--- config.mk ---
export PLATFORM = sky130hd
export DESIGN_NAME = cmsdk_ahb_to_fpga_mem
export DESIGN_NICKNAME = d
export VERILOG_FILES = /design/src/rtl/cmsdk_ahb_to_fpga_mem.sv
export SDC_FILE = /design/constraint.sdc
export NUM_CORES = 1
export LEC_CHECK = 0
export BUFFER_PORTS_ARGS = -buffer_cell sky130_fd_sc_hd__buf_2
export CAP_MARGIN = 20
export CORE_AREA = 2 2 91 93
export CTS_CLUSTER_SIZE = 12
export DETAILED_ROUTE_END_ITERATION = 8
export DIE_AREA = 0 0 93 95
export PLACE_DENSITY = 0.77
export SLEW_MARGIN = 20
export SYNTH_ARGS = -nofsm -noshare
export SYNTH_HDL_FRONTEND = slang
export SYNTH_SLANG_ARGS = --single-unit
--- constraint.sdc ---
create_clock -name HCLK -period 1.9 [get_ports HCLK]
set_clock_uncertainty 0.05 [all_clocks]
set_input_delay 0.19 -clock HCLK [delete_from_list [all_inputs] [get_ports HCLK]]
set_output_delay 0.19 -clock HCLK [all_outputs]
set_load 0.02 [all_outputs]
--- src/rtl/cmsdk_ahb_to_fpga_mem.sv ---
// AHB-Lite slave front end for FPGA block memories: zero-wait reads issued in the address
// phase, writes committed directly or via a one-entry buffer with read-after-write merging.
module cmsdk_ahb_to_fpga_mem #(
    parameter int unsigned AW       = 16,
    parameter bit          WRITE_EN = 1'b1
) (
    input  logic          HCLK,
    input  logic          HRESET,
    input  logic          HSEL,
    input  logic          HREADY,
    input  logic [1:0]    HTRANS,
    input  logic [2:0]    HSIZE,
    input  logic          HWRITE,
    input  logic [AW-1:0] HADDR,
    input  logic [31:0]   HWDATA,
    output logic          HREADYOUT,
    output logic          HRESP,
    output logic [31:0]   HRDATA,
    output logic [AW-3:0] MEMADDR,
    output logic [31:0]   MEMWDATA,
    output logic [3:0]    MEMWREN,
    output logic          MEMCS,
    input  logic [31:0]   MEMRDATA
);

    localparam int unsigned WW = AW - 2;

    typedef enum logic [1:0] {StIdle, StErr1, StErr2} state_e;

    state_e        state_q, state_d;
    logic [WW-1:0] wr_addr_q, wr_addr_d;
    logic [3:0]    wr_lanes_q, wr_lanes_d;
    logic          wr_dphase_q, wr_dphase_d;
    logic          buf_pend_q, buf_pend_d;
    logic [31:0]   buf_data_q, buf_data_d;
    logic          rd_dphase_q, rd_dphase_d;
    logic          hit_q, hit_d;

    logic          trans_valid;
    logic          rd_aphase;
    logic          wr_aphase;
    logic [3:0]    lanes;
    logic [31:0]   rdata_merged;
    logic          unused_htrans0;

    assign unused_htrans0 = HTRANS[0];

    // Gated by reset so the memory port is quiet while reset is asserted.
    assign trans_valid = ~HRESET & HSEL & HREADY & HTRANS[1];
    assign rd_aphase   = trans_valid & ~HWRITE;
    assign wr_aphase   = trans_valid & HWRITE;

    always_comb begin
        lanes = 4'b1111;
        case (HSIZE)
            3'b000:  lanes = 4'b0001 << HADDR[1:0];
            3'b001:  lanes = HADDR[1] ? 4'b1100 : 4'b0011;
            default: lanes = 4'b1111;
        endcase
    end

    always_comb begin
        state_d     = state_q;
        wr_addr_d   = wr_addr_q;
        wr_lanes_d  = wr_lanes_q;
        wr_dphase_d = wr_dphase_q;
        buf_pend_d  = buf_pend_q;
        buf_data_d  = buf_data_q;
        rd_dphase_d = rd_dphase_q;
        hit_d       = hit_q;

        case (state_q)
            StErr1:  state_d = StErr2;
            default: state_d = (wr_aphase && !WRITE_EN) ? StErr1 : StIdle;
        endcase

        if (HREADY) begin
            wr_dphase_d = wr_aphase & WRITE_EN;
            rd_dphase_d = rd_aphase;
        end

        if (wr_aphase && WRITE_EN) begin
            wr_addr_d  = HADDR[AW-1:2];
            wr_lanes_d = lanes;
        end

        if (rd_aphase) begin
            hit_d = (HADDR[AW-1:2] == wr_addr_q) & (buf_pend_q | wr_dphase_q);
        end

        // The memory port is taken by the read, so park the write data.
        if (wr_dphase_q && rd_aphase) begin
            buf_data_d = HWDATA;
            buf_pend_d = 1'b1;
        end else if (buf_pend_q && !rd_aphase) begin
            buf_pend_d = 1'b0;
        end
    end

    always_comb begin
        MEMCS    = 1'b0;
        MEMADDR  = '0;
        MEMWDATA = '0;
        MEMWREN  = '0;
        if (rd_aphase) begin
            MEMCS   = 1'b1;
            MEMADDR = HADDR[AW-1:2];
        end else if (wr_dphase_q) begin
            MEMCS    = 1'b1;
            MEMADDR  = wr_addr_q;
            MEMWDATA = HWDATA;
            MEMWREN  = wr_lanes_q;
        end else if (buf_pend_q) begin
            MEMCS    = 1'b1;
            MEMADDR  = wr_addr_q;
            MEMWDATA = buf_data_q;
            MEMWREN  = wr_lanes_q;
        end
    end

    always_comb begin
        rdata_merged = MEMRDATA;
        for (int i = 0; i < 4; i++) begin
            if (hit_q && wr_lanes_q[i]) begin
                rdata_merged[8*i +: 8] = buf_data_q[8*i +: 8];
            end
        end
    end

    assign HRDATA    = rd_dphase_q ? rdata_merged : '0;
    assign HREADYOUT = (state_q != StErr1);
    assign HRESP     = (state_q != StIdle);

    always_ff @(posedge HCLK or posedge HRESET) begin
        if (HRESET) begin
            state_q     <= StIdle;
            wr_addr_q   <= '0;
            wr_lanes_q  <= '0;
            wr_dphase_q <= 1'b0;
            buf_pend_q  <= 1'b0;
            buf_data_q  <= '0;
            rd_dphase_q <= 1'b0;
            hit_q       <= 1'b0;
        end else begin
            state_q     <= state_d;
            wr_addr_q   <= wr_addr_d;
            wr_lanes_q  <= wr_lanes_d;
            wr_dphase_q <= wr_dphase_d;
            buf_pend_q  <= buf_pend_d;
            buf_data_q  <= buf_data_d;
            rd_dphase_q <= rd_dphase_d;
            hit_q       <= hit_d;
        end
    end

endmodule

### Word-level counts from Yosys, hierarchy flattened

Cells that the tools add are included.

| storage, ports and cells | value |
|---|---|
| register bits after elaboration | 56 |
| bits in latches | 0 |
| memory bits (writable) | 0 |
| ROM bits | 0 |
| bits of input ports | 90 |
| output and inout port bits | 85 |
| memories | 0 |

| cells by class | value |
|---|---|
| $add $sub $neg | 0 |
| $mul | 0 |
| divide/modulo/power cells | 0 |
| $lt $le $gt $ge | 0 |
| eq/ne operators | 4 |
| shift-type cells | 1 |
| multiplexer cells | 22 |
| bitwise logic cells | 9 |
| reductions and logical operators | 10 |

Operator list:

| kind | number |
|---|---|
| 32-bit two-way mux | 4 |
| 14-bit two-way mux | 3 |
| 8-bit two-way mux | 4 |
| 4-bit two-way mux | 4 |
| 14-bit equality test | 1 |
| 4-bit case mux with 2 select lines | 1 |
| 1-bit AND | 6 |
| 1-bit logical AND | 6 |
| 1-bit two-way mux | 5 |
| 2-bit nonzero test | 2 |
| 1-bit by 2-bit left shift with 4-bit output (first input constant) | 1 |
| 3-bit by 1-bit equality test with 1-bit output (second input constant) | 1 |
| 3-bit zero test | 1 |
| 2-bit by 1-bit equality test with 1-bit output (second input constant) | 1 |
| 2-bit two-way mux | 1 |
| 2-bit by 1-bit inequality test with 1-bit output (second input constant) | 1 |
| 1-bit inverter | 2 |
| 1-bit zero test | 1 |
| 1-bit OR | 1 |

### Longest topological paths before layout

| logic depth | value |
|---|---|
| depth in word-level cells | 9 |
| mapped depth | 6 |

### Worst setup path before layout

OpenSTA, ideal clock, no wires.

| path | value |
|---|---|
| path kind | flip-flop to output port |
| from | register wr_dphase_q |
| to | output MEMADDR[10] |
| arrival time | 1,420 ps |
| path slack | 240 ps |
| stages on the path, launching flop included | 7 |
| buffers on the path | 3 |
| cells stage by stage | dfrtp_1 > buf_2 > or2_2 > buf_2 > buf_2 > nand2_1 > o21ai_0 |

| between the ends | value |
|---|---|
| cells in the longest elaborated chain, start to end | 2 |

RTL lines:

| item | RTL line | source |
|---|---|---|
| start: declaration | 33 | `logic wr_dphase_q, wr_dphase_d;` |
| start signal: assignment | 148 | `wr_dphase_q <= wr_dphase_d;` |
| 14-bit two-way mux | 108 | `end else if (wr_dphase_q) begin` |
| 14-bit two-way mux | 105 | `if (rd_aphase) begin` |
| end: declaration | 19 | `output logic [AW-3:0] MEMADDR,` |

No other way between the ends.

### Worst setup path after layout

| path | value |
|---|---|
| from | register buf_pend_q |
| to | output MEMWREN[3] |

| between the ends | value |
|---|---|
| cells in the longest elaborated chain, start to end | 3 |

RTL lines:

| item | RTL line | source |
|---|---|---|
| start: declaration | 34 | `logic buf_pend_q, buf_pend_d;` |
| start signal: assignment | 149 | `buf_pend_q <= buf_pend_d;` |
| 4-bit two-way mux | 113 | `end else if (buf_pend_q) begin` |
| 4-bit two-way mux | 108 |  |
| 4-bit two-way mux | 105 |  |
| end: declaration | 21 | `output logic [3:0] MEMWREN,` |

No other way between the ends.

==> results summary <==
The clock transition at the registers of the reported paths came out at 100 ps. Across the VDD grid, the largest voltage drop is 0.351 mV. The number of warnings reported in the yosys synthesis log is 0.

The run finished with clean final reports. The worst hold path belongs to the class input port to flop. The number of antenna violations at the first check in global routing came out at 1. The quantity of I/O buffers inserted on ports came out at 171. The worst register-to-register path has a depth of 5. The die span in y is 95 um. The arrival time of the worst setup path came out at 1590 ps. In this run the most critical hold path is launched from HREADY. The kind of cell with the highest combined delay along the critical path is simple AND/OR/NAND/NOR gates. The final count of negative-setup-slack endpoints is 0. The total nets after synthesis is 490. The critical path starts at buf_pend_q. By area, the combinational part of the netlist is dominated by multiplexers. Of the total synthesized cell area, the portion taken by XOR and XNOR cells is 0.0338. The slowest library cell on the worst path is or2_2. Once detail routing completed, the nets flagged for antenna violations numbered 0. The initial core utilization is 0.457.

STA puts the critical path data required time at 1660 ps. The via total after detailed routing is 3532. The number of global-route vias before repair came out at 3328. The number of pins with negative max-slew slack in the final report is 0. The register area share after synthesis is 0.373.

The leakage power came out at 2.61 nW. The proportion of synthesized area in mux cells came out at 0.190. The sequential group share of total power came out at 0.501. Synthesis inferred 54 register bits. The signal on the critical path passes through or2_2, and3_1, buf_2. The number of H-tree branching levels is 2. The maximum clock path buffer count is 2.

The fraction of layout cells with a size suffix above 1 came out at 0.449. The final critical-path setup slack came out at 69.5 ps. The insertion delay to the later sink of the worst-skew pair came out at 300 ps. After technology mapping, the gate count stands at 400. The CTS tree is done. Of the total synthesized cell area, the portion taken by full adders, half adders and majority gates is 0. The worst register-to-register path begins at wr_dphase_q. Buffers inserted during clock tree synthesis total 5.

The share of total power dissipated in the clock network is 0.269. The post-synthesis area per instance came out at 9.06 sq um. The sink of the worst hold path is rd_dphase_q.

The pin count of the biggest net entering global routing came out at 34. The final worst-path cycle share came out at 0.963. The initial DRC count is 130. Cell internal power was estimated by the tool at 2.03 mW.

The critical path endpoint category is a primary output. The routed length on met1 came out at 4230 um. The uppermost layer routed is met4. In the global route stage, overall resource usage came out at 0.225. At the end of routability-driven placement, the weighted congestion stood at 0.733.

The clock sink total came out at 54. In the detailed route, the total length drawn on met2 is 4980 um. The number of distinct library cells after synthesis came out at 31. The post-detailed-route wirelength per cell is 14.9 um. The accumulated negative setup slack is 0 ps. The endpoint identified for the worst register-to-register timing path is hit_q.

Together, buffers and inverters on the worst path number 1. The area of the multi-input gates is 2060 sq um. By area the synthesized netlist is led by dfrtp_1, mux2_4, nand2_1, a22oi_1, a21oi_1. The filler cell count came out at 719. The row count is 33. Setup repair after global routing left no endpoint under its margin. The residual overflow from global routing is 0. The area of the mapped netlist came out at 3630 sq um. The count of pins on the block boundary is 175. The sequential cells in the finished layout cover a total of 1350 sq um.

The final period demand of the worst path came out at 1830 ps. The final layout contains routed wiring with a total length of 10000 um. The number of maximum-capacitance violations came out at 0. Power spread over the standard cell area amounts to 611 nW/um^2. The number of remaining DRC errors came out at 0. STA classifies the critical path startpoint as a flop. The final count of hold timing violations was 0. The maximum net fanout on the critical path came out at 18. The maximum single-stage delay on the critical path came out at 460 ps. The area share of the largest cell type after synthesis came out at 0.373. The number of nets at the end of the flow came out at 652.

After detailed routing, the met3 layer carries 694 um of wire. The die is 93 um wide. The maximum achievable frequency came out at 0.546 GHz.

The area share of and/or/nand/nor cells after synthesis is 0.188. The critical path in this run is classified as flop to primary output. The total power draw is 2.88 mW.

The complex-gate fraction of the synthesized area is 0.146. The worst hold path was traced through 2 stages. The cell at the root of the clock tree is clkbuf_8. In this run the standard cell core region covers 7930 sq um. The fraction of power spent switching nets is 0.295. The register-to-register setup slack came out at 310 ps.

The share of total power dissipated in combinational logic is 0.230. From synthesis to final layout, the design area changed by 30.1%. The worst slack after detailed placement came out at 188 ps.

Of all cell types, the one taking the most synthesized area is dfrtp_1. The floorplan step defined a die boundary enclosing 8840 sq um. Summed over all nets, the half-perimeter wirelength after detailed placement is 7380 um.

The per-cell via count in the routed design came out at 5.28. The switching power of the nets is 849 uW. The first global-routing pass estimated 15800 um of wire. The number of detailed-routing iterations run before antenna repair came out at 4.
==> flip-flops by register name, summed over array words and instances (netlist names) <==
name	cells
wr_dphase_q	1
buf_data_q	32
hit_q	1
wr_lanes_q	4
wr_addr_q	14
rd_dphase_q	1
buf_pend_q	1
==> placed cells by master (no fill, tap or decap), types with 2 or more instances in the layout <==
| cell type | instances |
|---|---|
| and3_1 | 5 |
| buf_2 | 171 |
| clkbuf_8 | 5 |
| nand2_2 | 2 |
| nand2_4 | 2 |
| xor2_1 | 14 |
| nand3_1 | 32 |
| inv_1 | 4 |
| dfrtp_1 | 54 |
| a21boi_0 | 2 |
| mux2_2 | 4 |
| buf_12 | 3 |
| nor4_1 | 3 |
| o21ai_0 | 21 |
| conb_1 | 2 |
| a21oi_1 | 34 |
| nand2_1 | 64 |
| buf_4 | 15 |
| nor2_1 | 36 |
| a22oi_1 | 31 |
| mux2_4 | 43 |
==> worst register-to-register path, delay by kind of cell, from the launching register on <==
family | cells | cell delay, ps
simple gates | 3 | 620
flops | 1 | 420
buf+inv | 1 | 260
compound gates | 1 | 170
==> metal layers <==
metal | vias to the layer above | global-route usage
li1 | 1702 | -
met3 | 10 | 0.0447
met2 | 139 | 0.407
met5 | - | 0
met4 | 0 | 0.0453
met1 | 1681 | 0.281
==> area by class of cell <==
| type | count | area share |
|---|---|---|
| multi-input combinational | 306 | 0.438 |
| antenna | 1 | 0.000531 |
| inverter | 5 | 0.00398 |
| tap | 105 | 0.0279 |
| clock buffer | 6 | 0.0154 |
| sequential | 54 | 0.286 |
| timing repair buffer | 190 | 0.220 |
| clock inverter | 2 | 0.00796 |
==> cell usage after synthesis <==
library cell / n
nand4_1: 1
clkbuf_1: 17
or2_1: 1
buf_12: 3
dfrtp_1: 54
nand2b_1: 1
or2_2: 1
buf_4: 2
a22oi_1: 31
nor2_8: 1
mux2_4: 43
nor2_1: 37
buf_2: 3
nor2b_1: 1
and3_1: 5
nor3_1: 1
a21boi_0: 2
nand2_1: 68
buf_1: 6
a21oi_1: 34
xor2_1: 14
nor4_1: 3
o21ai_0: 21
conb_1: 2
a21o_1: 1
mux2_2: 4
inv_1: 5
buf_6: 4
nand3_1: 32
nand4b_1: 1
nand2b_4: 1
==> power groups by stage <==
stage	Clock (mW)	Combinational (mW)	Sequential [mW]
after floorplan	0	0.458	1.40
after global placement	0	0.639	1.45
after detailed placement	0	0.662	1.45
after CTS	0.801	0.664	1.44
after global routing	0.837	0.724	1.47
final	0.775	0.661	1.44
==> how the worst max path moves through the flow <==
stage | endpoint | slack, ps | cells after the start
final | MEMWREN[3] | 70 | 3
after global routing | MEMADDR[0] | 5 | 4
after CTS | MEMWREN[3] | 60 | 3
after detailed placement | buf_data_q[30] | 190 | 6
after global placement | buf_data_q[29] | 250 | 6
after floorplan | MEMADDR[10] | 240 | 6
==> timing repair <==
action | CTS | global route
setup buffers | 0 | 0
hold buffers | 1 | 0
gates cloned | 0 | 0
setup endpoints to repair | 2 | 12
hold endpoints to repair | 10 | 0
gates resized for setup | 2 | 4
==> metrics by stage <==
step	area [sq um]	util	hold slack, ps	cells
floorplan	3630	-	236	400
global placement	4570	0.577	83.3	659
detailed placement	4570	0.577	94.6	659
CTS	4700	0.593	32.6	668
global route	4710	0.595	37.1	668
finish	4720	0.595	44.5	669
==> cell families after synthesis <==
logic type                after synthesis
AOI/OAI and AO/OA                      89
other                                   2
DFF                                    54
muxes                                  47
and+or+nand+nor                       154
buffers and inverters                  40
xor gates and xnor gates               14
No activity file was read; power rests on OpenSTA's default activity.
